### config.mk
export PLATFORM = sky130hd
export DESIGN_NAME = bcd_down_chain
export DESIGN_NICKNAME = d
export VERILOG_FILES = /design/src/rtl/bcd_down_chain.sv
export SDC_FILE = /design/constraint.sdc
export NUM_CORES = 1
export LEC_CHECK = 0
export CAP_MARGIN = 5
export CORE_AREA = 2 2 53 55
export DETAILED_ROUTE_END_ITERATION = 10
export DIE_AREA = 0 0 55 57
export GPL_ROUTABILITY_DRIVEN = 0
export GPL_TIMING_DRIVEN = 0
export PLACE_DENSITY = 0.82
export SETUP_SLACK_MARGIN = 0.02
export SYNTH_ARGS = -nofsm -noshare
export SYNTH_HDL_FRONTEND = slang
export SYNTH_SLANG_ARGS = --single-unit
### constraint.sdc
create_clock -name clk -period 3.2 [get_ports clk]
set_input_delay 0.64 -clock clk [delete_from_list [all_inputs] [get_ports clk]]
set_output_delay 0.64 -clock clk [all_outputs]
set_load 0.05 [all_outputs]
### src/rtl/bcd_down_chain.sv
// -----------------------------------------------------------------------------
// bcd_down_chain
//
// Multi-digit BCD down-counter built as a single borrow chain. Each digit wraps
// to 9 on borrow, or to 5 when its WRAP5_MASK bit is set (minutes:seconds style
// timers). Presets are loaded in parallel with per-digit clamping of codes
// 10..15 to 9. The counter stops at zero and flags terminal count.
//
// Optional feature (compile-time macro BCD_DOWN_CHAIN_AUTO_RELOAD_EN):
//   When defined, the last loaded (clamped) preset is kept in a reload register
//   and counting from all-zero reloads it, which turns the block into a
//   periodic timer. When undefined, the counter holds at zero (one-shot).
//
// Parameters:
//   DIGITS      number of BCD digits, 1..8
//   WRAP5_MASK  bit i set -> digit i wraps 0->5, else 0->9
//
// Ports:
//   clk      in   clock, rising edge
//   rst      in   synchronous active-high reset
//   enablen  in   active-low count enable (one decrement per clock)
//   load     in   synchronous parallel load of in
//   in       in   preset, digit i at in[4i+3:4i]
//   count    out  registered count, same packing as in
//   rco_L    out  active-low terminal count (low when count is all zero)
//   done     out  one-cycle pulse after a decrement lands on all-zero
// -----------------------------------------------------------------------------
module bcd_down_chain #(
    parameter int                DIGITS     = 4,
    parameter logic [DIGITS-1:0] WRAP5_MASK = 4'b0010
) (
    input  logic                  clk,
    input  logic                  rst,
    input  logic                  enablen,
    input  logic                  load,
    input  logic [4*DIGITS-1:0]   in,
    output logic [4*DIGITS-1:0]   count,
    output logic                  rco_L,
    output logic                  done
);

    logic [4*DIGITS-1:0] count_q, count_d;
    logic                done_q, done_d;
    logic [4*DIGITS-1:0] in_clamped;
    logic [4*DIGITS-1:0] count_dec;
    logic                all_zero;

    // Clamp every digit code above 9 down to 9; legal codes pass unchanged.
    function automatic logic [4*DIGITS-1:0] clamp_in(input logic [4*DIGITS-1:0] v);
        logic [4*DIGITS-1:0] r;
        r = v;
        for (int i = 0; i < DIGITS; i++) begin
            if (v[4*i +: 4] > 4'd9) begin
                r[4*i +: 4] = 4'd9;
            end
        end
        return r;
    endfunction

    // One step of the borrow chain. Digit 0 always steps; a higher digit steps
    // only when every lower digit was 0 before this step.
    function automatic logic [4*DIGITS-1:0] dec_chain(input logic [4*DIGITS-1:0] v);
        logic [4*DIGITS-1:0] r;
        logic                borrow;
        r      = v;
        borrow = 1'b1;
        for (int i = 0; i < DIGITS; i++) begin
            if (borrow) begin
                if (v[4*i +: 4] == 4'd0) begin
                    r[4*i +: 4] = WRAP5_MASK[i] ? 4'd5 : 4'd9;
                end else begin
                    r[4*i +: 4] = v[4*i +: 4] - 4'd1;
                end
            end
            borrow = borrow & (v[4*i +: 4] == 4'd0);
        end
        return r;
    endfunction

    assign in_clamped = clamp_in(in);
    assign count_dec  = dec_chain(count_q);
    assign all_zero   = (count_q == '0);

`ifdef BCD_DOWN_CHAIN_AUTO_RELOAD_EN
    logic [4*DIGITS-1:0] reload_q;

    // Remembers the most recent clamped preset for periodic reload.
    always_ff @(posedge clk) begin
        if (rst) begin
            reload_q <= '0;
        end else if (load) begin
            reload_q <= in_clamped;
        end
    end
`endif

    always_comb begin
        count_d = count_q;
        done_d  = 1'b0;
        if (load) begin
            count_d = in_clamped;
        end else if (!enablen) begin
            if (!all_zero) begin
                count_d = count_dec;
                // Only a real decrement that lands on zero raises done.
                done_d  = (count_dec == '0);
            end else begin
`ifdef BCD_DOWN_CHAIN_AUTO_RELOAD_EN
                count_d = reload_q;
`else
                count_d = count_q;
`endif
            end
        end
    end

    always_ff @(posedge clk) begin
        if (rst) begin
            count_q <= '0;
            done_q  <= 1'b0;
        end else begin
            count_q <= count_d;
            done_q  <= done_d;
        end
    end

    assign count = count_q;
    assign done  = done_q;
    assign rco_L = !all_zero;

endmodule

==> reports/metrics.yaml <==
outcome: "completed"
port_buffers: 34
vias: 1229
cp.arrival_ns: 2.30
period_share_pct: 91.8
p_leak_nw: 0.544
crit_type: "reg2out"
peakVddDrop_uv: 265
yosysMostFrequentCell: "dfxtp_1"
cp_slowest_cell: "or4_1"
grt_pass1_wl_um: 5160
cp_cell_sequence: "or4_1 > buf_2 > nor4_4 > nand2_1 > dlygate4sd2_1"
endpoint_kind: "primary output"
std_cell_rows: 19
clockBufferDepth: 2
cellPowerDensity_nw_per_um2: 405
yosysWarnings: 0
nFillCells: 238
grt_overflow: 0
synth_edf_count: 0
path_buf_inv: 2
async_flop_share_pct: 0
placed_cells: 205
area_growth_pct: 38.7
first_global_vias: 1173
grt_max_degree: 11
tns_ns: 0
drive_gt1_share_pct: 6.74
min_period_ns: 2.94
n_antenna_cell: 0
maxSlewViolCount: 0
dp_slack_ns: -0.0881
synth_nets: 160
hold_path_class: "reg2reg"
core_um2: 2620
synth_area_leaders: "dfxtp_1 (31%), o21ai_0 (5.5%), nor2_1 (4.9%), nand2_1 (4.5%), xnor2_1 (4.0%)"
ctsResizeCount: 3
route.detailed.drc: 0
cts_tree: "done"
crit_family: "simple AND/OR/NAND/NOR gates"
synth_area_um2: 1080
required_ns: 2.56
skew_ns: 0.00280
synthFlopType: "dfxtp_1"
clock-sinks: 17
wl_per_cell_um: 15.1
fin_nets: 199
yosysTopAreaCell: "dfxtp_1"
die_h_um: 57
firstDrtPassIters: 4
clkTransAtPathRegs_ns: 0.10
hold_violations: 0
ios: 38
maxSlewHeadroom_pct: 65.8
holdBufCountCts: 0
fin_cells: 209
totalWireLength_um: 3150
layout_setup_ws_ns: 0.262
startpoint_type: "register"
cts-root-buf: "clkbuf_4"
max_slew.worst_pin.slew_ns: 0.513
die_w_um: 55
ant_nets: 0
rsz0062_at_grt: "no"
drt_iter0_markers: 49
start_util_pct: 41.4
numCtsBuffers: 3
synthCells: 140
syn_area_per_cell_um2: 7.73
synth_seq_cells: 17
cts_setup_buffers: 0
setup_viol: 0
synth.distinct_cells: 39
die-area_um2: 3140
htreeDepth: 1
fmax_ghz: 0.340
synthTopCellsByCount: "dfxtp_1 (17), nor2_1 (14), nand2_1 (13)"
avgViaCountPerCell: 5.88
insertion_delay_ns: 0.30
dp.final_hpwl_um: 2390
grtUsageTotal_pct: 22.6
cp_slowest_stage_delay_ns: 0.52
synth.top_cell.area_share_pct: 31.4
yosysSeqAreaShare_pct: 31.4
drv_cap: 0
crit_path_max_fanout: 7
antenna_found_initial: 0
-- state kept, by name, indices dropped and copies added (netlist names) --
register / count
count: 16
done: 1
-- where the power goes --
group	internal, W	total (W)	switching (W)
Combinational	0.0000958	0.000239	0.000143
Sequential	0.000226	0.000247	0.0000210
Clock	0.0000486	0.000121	0.0000728
Total	0.000371	0.000608	0.000237
-- worst paths after layout --
check | slack [ns] | endpoint | cells past startpoint | startpoint
hold reg to reg | 0.55 | count[7]$_SDFFE_PP0P_ | 2 | count[7]$_SDFFE_PP0P_
setup reg to reg | 0.72 | done$_SDFF_PP0_ | 7 | count[4]$_SDFFE_PP0P_
hold / removal | 0.55 | count[7]$_SDFFE_PP0P_ | 2 | count[7]$_SDFFE_PP0P_
setup / recovery | 0.26 | rco_L | 5 | count[4]$_SDFFE_PP0P_
-- cells in the final DEF (no fill, tap or decap), types with 3 or more instances in the layout --
master / Yosys / final
o21a_1: 3 / 3
xnor2_1: 5 / 5
a21oi_1: 7 / 7
clkbuf_1: 8 / 9
inv_1: 8 / 8
a311oi_1: 4 / 4
clkdlybuf4s50_1: 0 / 33
mux2i_1: 4 / 4
o211ai_1: 3 / 3
nor4_1: 5 / 4
nor3_1: 4 / 4
nand2_1: 13 / 13
nor2b_1: 3 / 3
or3_1: 3 / 3
clkbuf_4: 0 / 3
dfxtp_1: 17 / 17
o21ai_0: 12 / 12
nor2_1: 14 / 14
-- worst reg2reg max path, cell delays in order, from the launching register on --
cell and delay, ns:
dfxtp_1 0.37, or4_1 0.52, buf_2 0.19, or4_4 0.48, buf_6 0.15, o21a_1 0.18, or3_1 0.32, a211oi_2 0.21
-- logic make-up (layout without fill, tap and decap cells) --
group | after synthesis | count (layout) | synth area share [%]
simple gates | 52 | 52 | 25.4
flops | 17 | 17 | 31.4
compound gates | 43 | 43 | 27.3
mux | 5 | 5 | 4.74
buf+inv | 18 | 56 | 7.05
xor+xnor | 5 | 5 | 4.05
-- through the flow --
step,hold WS [ns],cell area (um2),util [%],total power [W]
after CTS,0.545,1500,57.4,0.000608
final,0.546,1500,57.4,0.000608
after global routing,0.581,1500,57.4,0.000638
after detailed placement,0.529,1460,55.9,0.000485
after global placement,0.517,1460,55.9,0.000479
after floorplan,0.712,1080,-,0.000405
-- routing by layer --
| metal | share of wire (%) | wire (um) | GRT usage [%] | vias to the layer above |
|---|---|---|---|---|
| met4 | 2.3 | 74 | 12.5 | 0 |
| li1 | - | - | - | 595 |
| met5 | 0 | 0 | 0 | - |
| met2 | 50 | 1570 | 34.7 | 56 |
| met1 | 42 | 1310 | 29.4 | 567 |
| met3 | 6.2 | 194 | 3.66 | 11 |
-- final cells by class --
type | count | area [um2] | area share, %
multi-input cells | 105 | 681 | 45.3
repair buffers | 34 | 339 | 22.6
flip-flops and latches | 17 | 340 | 22.7
clock buffers | 4 | 26.3 | 1.75
plain buffers | 10 | 46.3 | 3.08
well taps | 31 | 38.8 | 2.58
inverters | 8 | 30.0 | 2.00
No activity file was read; power rests on OpenSTA's default activity.
